===== src/rtl/mu0_sequencer_if.sv =====
// rtl/mu0_sequencer_if.sv - MU0 sequencer bus: RUN/memory inputs, phase strobes and IR outputs.
// SINGLE_STEP_EN adds step_mode/step inputs and the paused output.
interface mu0_sequencer_if #(
   parameter int DATA_W = 16,
   parameter int OP_W   = 4
);
   logic              run;
   logic [DATA_W-1:0] mem_rdata;
   logic              mem_ready;
   logic              fetch;
   logic              exec1;
   logic              exec2;
   logic [OP_W-1:0]   op;
   logic [DATA_W-1:0] ir;
   logic              halted;
   logic              instr_done;
   logic              illegal;
`ifdef SINGLE_STEP_EN
   logic              step_mode;
   logic              step;
   logic              paused;

   modport master (
      input  run, mem_rdata, mem_ready, step_mode, step,
      output fetch, exec1, exec2, op, ir, halted, instr_done, illegal, paused
   );
   modport slave (
      output run, mem_rdata, mem_ready, step_mode, step,
      input  fetch, exec1, exec2, op, ir, halted, instr_done, illegal, paused
   );
`else
   modport master (
      input  run, mem_rdata, mem_ready,
      output fetch, exec1, exec2, op, ir, halted, instr_done, illegal
   );
   modport slave (
      output run, mem_rdata, mem_ready,
      input  fetch, exec1, exec2, op, ir, halted, instr_done, illegal
   );
`endif
endinterface


===== src/rtl/mu0_sequencer.sv =====
// rtl/mu0_sequencer.sv - MU0 phase sequencer and instruction register.
// Optional single-step PAUSE state is enabled by defining SINGLE_STEP_EN.
module mu0_sequencer #(
   parameter int DATA_W = 16,
   parameter int OP_W   = 4
) (
   input  logic                clk_i,
   input  logic                rst_ni,
   mu0_sequencer_if.master     bus_io
);

   // One-hot so each phase strobe is a single flop bit of the state register.
`ifdef SINGLE_STEP_EN
   typedef enum logic [5:0] {
      S_IDLE  = 6'b000001,
      S_FETCH = 6'b000010,
      S_EXEC1 = 6'b000100,
      S_EXEC2 = 6'b001000,
      S_HALT  = 6'b010000,
      S_PAUSE = 6'b100000
   } state_e;
`else
   typedef enum logic [4:0] {
      S_IDLE  = 5'b00001,
      S_FETCH = 5'b00010,
      S_EXEC1 = 5'b00100,
      S_EXEC2 = 5'b01000,
      S_HALT  = 5'b10000
   } state_e;
`endif

   localparam logic [OP_W-1:0] OP_LDA = OP_W'(4'h0);
   localparam logic [OP_W-1:0] OP_ADD = OP_W'(4'h2);
   localparam logic [OP_W-1:0] OP_SUB = OP_W'(4'h3);
   localparam logic [OP_W-1:0] OP_STP = OP_W'(4'h7);
   localparam logic [OP_W-1:0] OP_ILL = OP_W'(4'hB);

   state_e            state_q;
   logic [DATA_W-1:0] ir_q;
   logic              run_q;
   logic [OP_W-1:0]   op;
   logic              start;
   logic              needs_exec2;
   logic              is_stp;
   state_e            retire_d;

   assign op          = ir_q[DATA_W-1 -: OP_W];
   assign start       = bus_io.run & ~run_q;
   assign needs_exec2 = (op == OP_LDA) || (op == OP_ADD) || (op == OP_SUB);
   assign is_stp      = (op == OP_STP);

`ifdef SINGLE_STEP_EN
   logic step_q;
   logic step_rise;

   assign step_rise = bus_io.step & ~step_q;
   assign retire_d  = bus_io.step_mode ? S_PAUSE : S_FETCH;
`else
   assign retire_d  = S_FETCH;
`endif

   always_ff @(posedge clk_i or negedge rst_ni) begin
      if (!rst_ni) begin
         state_q <= S_IDLE;
         ir_q    <= '0;
         run_q   <= 1'b0;
`ifdef SINGLE_STEP_EN
         step_q  <= 1'b0;
`endif
      end else begin
         run_q <= bus_io.run;
`ifdef SINGLE_STEP_EN
         step_q <= bus_io.step;
`endif
         case (state_q)
            S_IDLE, S_HALT: begin
               if (start) state_q <= S_FETCH;
            end
            S_FETCH: begin
               if (bus_io.mem_ready) begin
                  ir_q    <= bus_io.mem_rdata;
                  state_q <= S_EXEC1;
               end
            end
            S_EXEC1: begin
               if (needs_exec2)  state_q <= S_EXEC2;
               else if (is_stp)  state_q <= S_HALT;
               else              state_q <= retire_d;
            end
            S_EXEC2: begin
               if (bus_io.mem_ready) state_q <= retire_d;
            end
`ifdef SINGLE_STEP_EN
            S_PAUSE: begin
               if (!bus_io.step_mode || step_rise) state_q <= S_FETCH;
            end
`endif
            default: state_q <= S_IDLE;
         endcase
      end
   end

   assign bus_io.fetch      = (state_q == S_FETCH);
   assign bus_io.exec1      = (state_q == S_EXEC1);
   assign bus_io.exec2      = (state_q == S_EXEC2);
   assign bus_io.halted     = (state_q == S_HALT);
   assign bus_io.op         = op;
   assign bus_io.ir         = ir_q;
   // Retire is in EXEC1 for one-cycle ops (incl. STP), else on the EXEC2 memory handshake.
   assign bus_io.instr_done = ((state_q == S_EXEC1) && !needs_exec2) ||
                              ((state_q == S_EXEC2) && bus_io.mem_ready);
   assign bus_io.illegal    = (state_q == S_EXEC1) && (op >= OP_ILL);
`ifdef SINGLE_STEP_EN
   assign bus_io.paused     = (state_q == S_PAUSE);
`endif

endmodule


===== src/flat_wrapper.sv =====
// flat-port wrapper written by rule: the top's interface ports become plain ports
module mu0_sequencer_flat 
#(
   parameter int DATA_W = 16,
   parameter int OP_W   = 4
)
  (clk_i, rst_ni, bus_io_run, bus_io_mem_rdata, bus_io_mem_ready, bus_io_fetch, bus_io_exec1, bus_io_exec2, bus_io_op, bus_io_ir, bus_io_halted, bus_io_instr_done, bus_io_illegal);
  mu0_sequencer_if #(.DATA_W(DATA_W), .OP_W(OP_W)) bus_io_i ();
  input  logic clk_i;
  input  logic rst_ni;
  input wire logic [$bits(bus_io_i.run)-1:0] bus_io_run;
  input wire logic [$bits(bus_io_i.mem_rdata)-1:0] bus_io_mem_rdata;
  input wire logic [$bits(bus_io_i.mem_ready)-1:0] bus_io_mem_ready;
  output wire logic [$bits(bus_io_i.fetch)-1:0] bus_io_fetch;
  output wire logic [$bits(bus_io_i.exec1)-1:0] bus_io_exec1;
  output wire logic [$bits(bus_io_i.exec2)-1:0] bus_io_exec2;
  output wire logic [$bits(bus_io_i.op)-1:0] bus_io_op;
  output wire logic [$bits(bus_io_i.ir)-1:0] bus_io_ir;
  output wire logic [$bits(bus_io_i.halted)-1:0] bus_io_halted;
  output wire logic [$bits(bus_io_i.instr_done)-1:0] bus_io_instr_done;
  output wire logic [$bits(bus_io_i.illegal)-1:0] bus_io_illegal;
  assign bus_io_i.run = bus_io_run;
  assign bus_io_i.mem_rdata = bus_io_mem_rdata;
  assign bus_io_i.mem_ready = bus_io_mem_ready;
  assign bus_io_fetch = bus_io_i.fetch;
  assign bus_io_exec1 = bus_io_i.exec1;
  assign bus_io_exec2 = bus_io_i.exec2;
  assign bus_io_op = bus_io_i.op;
  assign bus_io_ir = bus_io_i.ir;
  assign bus_io_halted = bus_io_i.halted;
  assign bus_io_instr_done = bus_io_i.instr_done;
  assign bus_io_illegal = bus_io_i.illegal;
  mu0_sequencer #(.DATA_W(DATA_W), .OP_W(OP_W)) u_core (.clk_i(clk_i), .rst_ni(rst_ni), .bus_io(bus_io_i));
endmodule

===== config.mk =====
export PLATFORM = sky130hd
export DESIGN_NAME = mu0_sequencer_flat
export DESIGN_NICKNAME = d
export VERILOG_FILES = /design/src/rtl/mu0_sequencer_if.sv /design/src/rtl/mu0_sequencer.sv /design/src/flat_wrapper.sv
export SDC_FILE = /design/constraint.sdc
export NUM_CORES = 1
export LEC_CHECK = 0
export CAP_MARGIN = 10
export CORE_MARGIN = 2
export CORE_UTILIZATION = 38
export DETAILED_ROUTE_END_ITERATION = 6
export GPL_TIMING_DRIVEN = 0
export PLACE_DENSITY_LB_ADDON = 0.08
export SYNTH_ARGS = -nofsm -noshare
export SYNTH_HDL_FRONTEND = slang
export SYNTH_SLANG_ARGS = --single-unit
export TNS_END_PERCENT = 30

===== constraint.sdc =====
create_clock -name clk_i -period 1.7 [get_ports clk_i]
set_input_delay 0.34 -clock clk_i [delete_from_list [all_inputs] [get_ports clk_i]]
set_output_delay 0.34 -clock clk_i [all_outputs]
set_load 0.02 [all_outputs]

# Word level (Yosys, flattened, before mapping)
# Index checks and enable logic that the tools add are counted.
[word_totals]
regBits = 22
latch_bits = 0
mem_bits_rw = 0
romBits = 0
input_bits = 20
word_cells = 34
mem_count = 0
[classes]
addsub = 0
mul = 0
div = 0
order_cmp = 1
eq_ne = 11
n_shift = 0
mux = 6
n_bitwise = 2
reduce_logical = 11
[ops]
columns = ["op", "count"]
rows = [
  ["5-bit 2-to-1 mux", 5],
  ["5-bit one-hot mux with 4 select lines", 1],
  ["4-bit by 2-bit equality test with 1-bit output, second input constant", 2],
  ["5-bit by 1-bit equality test with 1-bit output, second input constant", 1],
  ["5-bit by 2-bit equality test with 1-bit output, second input constant", 1],
  ["5-bit by 3-bit equality test with 1-bit output, second input constant", 1],
  ["5-bit by 4-bit equality test with 1-bit output, second input constant", 1],
  ["5-bit equality test, second input constant", 1],
  ["4-bit by 3-bit equality test with 1-bit output, second input constant", 1],
  ["4-bit >= comparator, second input constant", 1],
  ["4-bit logical NOT", 1],
  ["2-bit inequality test, second input constant", 2],
  ["1-bit logical AND", 3],
  ["1-bit logical OR", 3],
  ["3-bit AND reduction", 1],
  ["2-bit by 1-bit inequality test with 1-bit output, second input constant", 1],
  ["2-bit AND reduction", 1],
  ["2-bit OR reduction", 1],
  ["1-bit bitwise AND", 1],
  ["1-bit logical NOT", 1],
  ["1-bit NOT", 1],
]

# Longest topological paths before layout
[logic_depth]
word_depth = 6
mapped_depth = 6
ltp_nobuf = 4

# Worst setup path after synthesis
# Ideal clock, no wire load.
[synth_timing]
kind = "register to output"
start = "reg u_core.state_q[4]"
end = "out bus_io_illegal"
t_arrival_ns = 1.761
t_required_ns = 1.360
path_slack_ns = -0.401
stages_incl_launch_ff = 5
n_path_buf = 1
path_cell_list = "dfrtp_1 buf_6 or2_4 or4b_4 nor3b_1"
[synth_between]
elab_chain_len = 2
[synth_rtl]
columns = ["item", "line_no", "rtl"]
rows = [
  ["from (decl)", "mu0_sequencer.sv:38", "state_e state_q;"],
  ["from (signal assigned)", "mu0_sequencer.sv:88", "else state_q <= retire_d;"],
  ["from (signal assigned)", "mu0_sequencer.sv:91", "if (bus_io.mem_ready) state_q <= retire_d;"],
  ["5-bit by 3-bit equality test with 1-bit output", "mu0_sequencer.sv:112", "assign bus_io.illegal = (state_q == S_EXEC1) && (op >= OP_ILL);"],
  ["1-bit logical AND", "mu0_sequencer.sv:112", ""],
  ["to (decl)", "flat_wrapper.sv:21", "output wire logic [$bits(bus_io_i.illegal)-1:0] bus_io_illegal;"],
]
# Every way passes these cells.

# Worst setup path in the final report
[layout_timing]
start = "reg u_core.state_q[0]"
end = "out bus_io_illegal"
# The elaborated chain is that of the path after synthesis.

==> impl_metrics.xml <==
<?xml version="1.0" encoding="UTF-8"?>
<metrics>
  <group name="grt">
    <metric name="grt-ovfl-total" unit="">0</metric>
    <metric name="grt_max_degree" unit="">23</metric>
    <metric name="number_of_global_route_vias_before_repair" unit="">898</metric>
    <metric name="grt_pass1_wl" unit="um">4180</metric>
    <metric name="grt_antenna_before_repair" unit="">0</metric>
    <metric name="groute.usage.overall" unit="">0.165</metric>
  </group>
  <group name="cts">
    <metric name="cts-buffers-inserted" unit="">3</metric>
    <metric name="clock_tree.htree_level_count" unit="">1</metric>
    <metric name="clock_pin_slew_of_the_registers_on_the_worst_case_setup_and_hold_paths" unit="ns">0.13</metric>
    <metric name="clockRootBuffer" unit="">sky130_fd_sc_hd__clkbuf_4</metric>
    <metric name="ctsHoldBuffers" unit="">0</metric>
    <metric name="clock_sinks" unit="">22</metric>
    <metric name="insertion_delay" unit="ns">0.31</metric>
    <metric name="tritoncts" unit="">done</metric>
    <metric name="buffers_from_clock_root_to_sink_at_most" unit="">2</metric>
  </group>
  <group name="floorplanning">
    <metric name="floorplan.rows" unit="">19</metric>
    <metric name="die_area" unit="um^2">3350</metric>
    <metric name="num_io_pins" unit="">46</metric>
    <metric name="floorplan.initialDensity" unit="">0.400</metric>
    <metric name="coreArea" unit="um^2">2760</metric>
    <metric name="die_w" unit="um">57.9</metric>
    <metric name="dieHeight" unit="um">57.9</metric>
  </group>
  <group name="pwr">
    <metric name="irDropWorstVdd" unit="mV">1.04</metric>
    <metric name="leakage" unit="nW">0.851</metric>
    <metric name="power_per_cell_area" unit="nW/um^2">1570</metric>
  </group>
  <group name="worst_setup_path">
    <metric name="crit_slowest_cell" unit="">sky130_fd_sc_hd__or4b_4</metric>
    <metric name="endpoint_kind" unit="">output pin</metric>
    <metric name="setup.worst_path.start_class" unit="">flop</metric>
    <metric name="critical_path.reg2reg.startpoint" unit="">u_core.state_q[0]</metric>
    <metric name="worst-endpoint-arrival" unit="ns">1.91</metric>
    <metric name="worst-r2r-cell-count" unit="">7</metric>
    <metric name="crit_cells" unit="">4</metric>
    <metric name="timing.critical_path.required" unit="ns">1.36</metric>
    <metric name="cp_cell_sequence" unit="">or2_4, or4b_4, nor3b_4, buf_6</metric>
    <metric name="critical_path_class" unit="">flop to output pin</metric>
    <metric name="startpoint" unit="">u_core.state_q[0]</metric>
    <metric name="critical_path.top_delay_family" unit="">simple AND/OR/NAND/NOR gates</metric>
    <metric name="critical_path.max_stage_delay" unit="ns">0.57</metric>
    <metric name="worst-path-max-fanout" unit="">5</metric>
    <metric name="buffers_and_inverters_on_the_worst_path" unit="">1</metric>
  </group>
  <group name="placed_design">
    <metric name="place.detailed.hpwl" unit="um">1650</metric>
    <metric name="port-buffer-count" unit="">45</metric>
    <metric name="dpl-instance-area" unit="um^2">1620</metric>
    <metric name="gpl.final_weighted_congestion" unit="">0.752</metric>
  </group>
  <group name="yosys">
    <metric name="syn-num-nets" unit="">107</metric>
    <metric name="synth.yosys.seq_area_share" unit="">0.500</metric>
    <metric name="yosys_warnings" unit="">0</metric>
    <metric name="synth-seq-cells" unit="">22</metric>
    <metric name="synth.largest_area_cell" unit="">sky130_fd_sc_hd__dfrtp_1</metric>
    <metric name="synth.avg_cell_area" unit="um^2">12.7</metric>
    <metric name="synthCells" unit="">87</metric>
    <metric name="ys_types" unit="">31</metric>
    <metric name="fraction_of_post_synthesis_cell_area_in_the_top_cell_type_by_area" unit="">0.476</metric>
    <metric name="post_synth_instance_area" unit="um^2">1100</metric>
    <metric name="netlist_top_cells_area" unit="">sky130_fd_sc_hd__dfrtp_1 48%, sky130_fd_sc_hd__mux2_4 12%, sky130_fd_sc_hd__mux2_2 7.1%, sky130_fd_sc_hd__buf_4 2.7%, sky130_fd_sc_hd__dfstp_2 2.4%</metric>
  </group>
  <group name="routing">
    <metric name="drc_violations_left" unit="">0</metric>
    <metric name="vias_per_cell" unit="">4.87</metric>
    <metric name="avgRoutedWirePerCell" unit="um">14.0</metric>
    <metric name="detailedRoute.firstIterationViolations" unit="">21</metric>
    <metric name="drtPass1Iterations" unit="">4</metric>
    <metric name="drt_wl_total" unit="um">2480</metric>
    <metric name="final_antenna_net_count" unit="">0</metric>
    <metric name="total_number_of_vias" unit="">862</metric>
  </group>
  <group name="sta">
    <metric name="max-slew-margin-rel" unit="">0.351</metric>
    <metric name="setup_viol" unit="">22</metric>
    <metric name="rsz0062_at_grt" unit="">true</metric>
    <metric name="fin_crit_sh" unit="">1.32</metric>
    <metric name="tightest_slew" unit="ns">0.971</metric>
    <metric name="timing.fmax" unit="MHz">445</metric>
    <metric name="fin_skew" unit="ns">0.00595</metric>
    <metric name="hold_viol_final" unit="">0</metric>
    <metric name="setup_slack" unit="ns">-0.547</metric>
    <metric name="totalNegativeSetupSlack" unit="ns">-4.89</metric>
    <metric name="maxSlewViolCount" unit="">0</metric>
    <metric name="period_needed" unit="ns">2.25</metric>
  </group>
  <group name="hold_path">
    <metric name="min_delay_path_depth" unit="">1</metric>
    <metric name="hold_path_class" unit="">input pin to flop</metric>
    <metric name="hold_path_startpoint" unit="">bus_io_run</metric>
  </group>
  <group name="finish">
    <metric name="finalNetCount" unit="">167</metric>
    <metric name="finalInstanceArea" unit="um^2">1820</metric>
    <metric name="antennaDiodeCount" unit="">0</metric>
    <metric name="area_delta_synth_final" unit="%">65.2</metric>
    <metric name="post_route_cells_drive_above_1_share" unit="">0.438</metric>
    <metric name="fillerInstances" unit="">211</metric>
  </group>
  <group name="run">
    <metric name="maxCapViolations" unit="">0</metric>
  </group>
  <group name="status">
    <metric name="failed_checks" unit="">setup timing</metric>
    <metric name="status" unit="">finished, violations left</metric>
  </group>
</metrics>
[per-stage QoR]
step	hold WS (ns)	instances	total power, mW	worst slack [ns]	utilization
2_1_floorplan	0.0444	87	1.76	-0.208	-
3_3_place_gp	0.487	163	2.35	-0.725	0.586
3_5_place_dp	0.491	163	2.38	-0.734	0.586
4_1_cts	0.478	175	2.83	-0.583	0.650
5_1_grt	0.482	177	3.03	-0.623	0.661
6_report	0.484	177	2.87	-0.547	0.661
[final cells by class]
type,instances,area (um^2),area share
Multi-Input combinational cell,53,539,0.296
Inverter,4,17.5,0.00961
Clock buffer,3,22.5,0.0124
Timing Repair Buffer,57,564,0.310
Tap cell,31,38.8,0.0213
Sequential cell,22,556,0.305
Buffer,6,55.1,0.0302
Clock inverter,1,30.0,0.0165
[sequential cells by signal, indices dropped and copies added, names as in the netlist]
register          count
u_core.state_q        5
u_core.bus_io.ir     16
u_core.run_q          1
[report_power, final]
part	leakage (nW)	total (mW)	switching [mW]	internal, mW
registers	0.269	0.903	0.164	0.739
clock network	0.0279	0.405	0.167	0.238
logic	0.555	1.56	0.690	0.867
[metal layers]
layer | routed length (um) | vias to the layer above | global-route usage
li1 | - | 423 | -
met1 | 1070 | 411 | 0.207
met2 | 1290 | 26 | 0.271
met3 | 107 | 2 | 0.0268
met4 | 17 | 0 | 0.0897
met5 | 0 | - | 0
[cells in the mapped netlist]
cell type                  count
sky130_fd_sc_hd__nand3_1       2
sky130_fd_sc_hd__a211oi_1      1
sky130_fd_sc_hd__nor3_1        2
sky130_fd_sc_hd__nor3b_1       2
sky130_fd_sc_hd__mux2_4        9
sky130_fd_sc_hd__nor2_1        4
sky130_fd_sc_hd__o22ai_1       1
sky130_fd_sc_hd__or2_4         1
sky130_fd_sc_hd__and4b_1       1
sky130_fd_sc_hd__nand2_1       3
sky130_fd_sc_hd__a22o_1        1
sky130_fd_sc_hd__buf_4         4
sky130_fd_sc_hd__nor2b_1       1
sky130_fd_sc_hd__dfrtp_1      21
sky130_fd_sc_hd__mux2_2        7
sky130_fd_sc_hd__buf_6         2
sky130_fd_sc_hd__a21oi_1       1
sky130_fd_sc_hd__and3_1        2
sky130_fd_sc_hd__o211ai_1      2
sky130_fd_sc_hd__inv_1         4
sky130_fd_sc_hd__nand2b_1      1
sky130_fd_sc_hd__and3b_1       1
sky130_fd_sc_hd__o21ai_0       3
sky130_fd_sc_hd__xor2_1        3
sky130_fd_sc_hd__or4b_4        1
sky130_fd_sc_hd__a22oi_1       1
sky130_fd_sc_hd__dfstp_2       1
sky130_fd_sc_hd__o31a_1        1
sky130_fd_sc_hd__nor4b_4       1
sky130_fd_sc_hd__nand2_4       1
sky130_fd_sc_hd__clkbuf_1      2
[placed cells by master (no fill, tap or decap), drive strengths merged, types with 2 or more instances in the layout]
master / Yosys / layout
mux2: 16 / 16
o21ai: 3 / 3
clkbuf: 2 / 4
nand3: 2 / 2
inv: 4 / 4
buf: 6 / 27
dlygate4sd2: 0 / 4
nor3: 2 / 2
clkdlybuf4s50: 0 / 31
xor2: 3 / 3
nor2: 4 / 4
nor3b: 2 / 2
o211ai: 2 / 2
dfrtp: 21 / 21
and3: 2 / 2
nand2: 4 / 4
[worst paths after layout]
kind / slack [ns] / endpoint
setup / recovery: -0.55 / bus_io_illegal
hold / removal: 0.48 / u_core.run_q
setup reg to reg: -0.22 / u_core.bus_io.ir[12]
hold reg to reg: 0.52 / u_core.bus_io.ir[7]
max in group asynchronous: 0.49 / u_core.bus_io.ir[15]
min in group asynchronous: 0.55 / u_core.bus_io.ir[4]
[logic make-up (layout without fill, tap and decap cells)]
family / after synthesis / in the layout / share of synthesized area
simple gates: 23 / 23 / 0.147
flops: 22 / 22 / 0.500
mux: 16 / 16 / 0.194
buf+inv: 12 / 71 / 0.0680
compound gates: 11 / 11 / 0.0669
xor+xnor: 3 / 3 / 0.0238
[timing repair]
item | CTS | global route
hold endpoints to repair | 0 | 0
gates cloned | 1 | 0
resized for setup | 58 | 6
pin swaps | 3 | 3
buffers inserted | 8 | 3
endpoints found under the setup margin | 24 | 24
(Power assumes the default switching activity.)
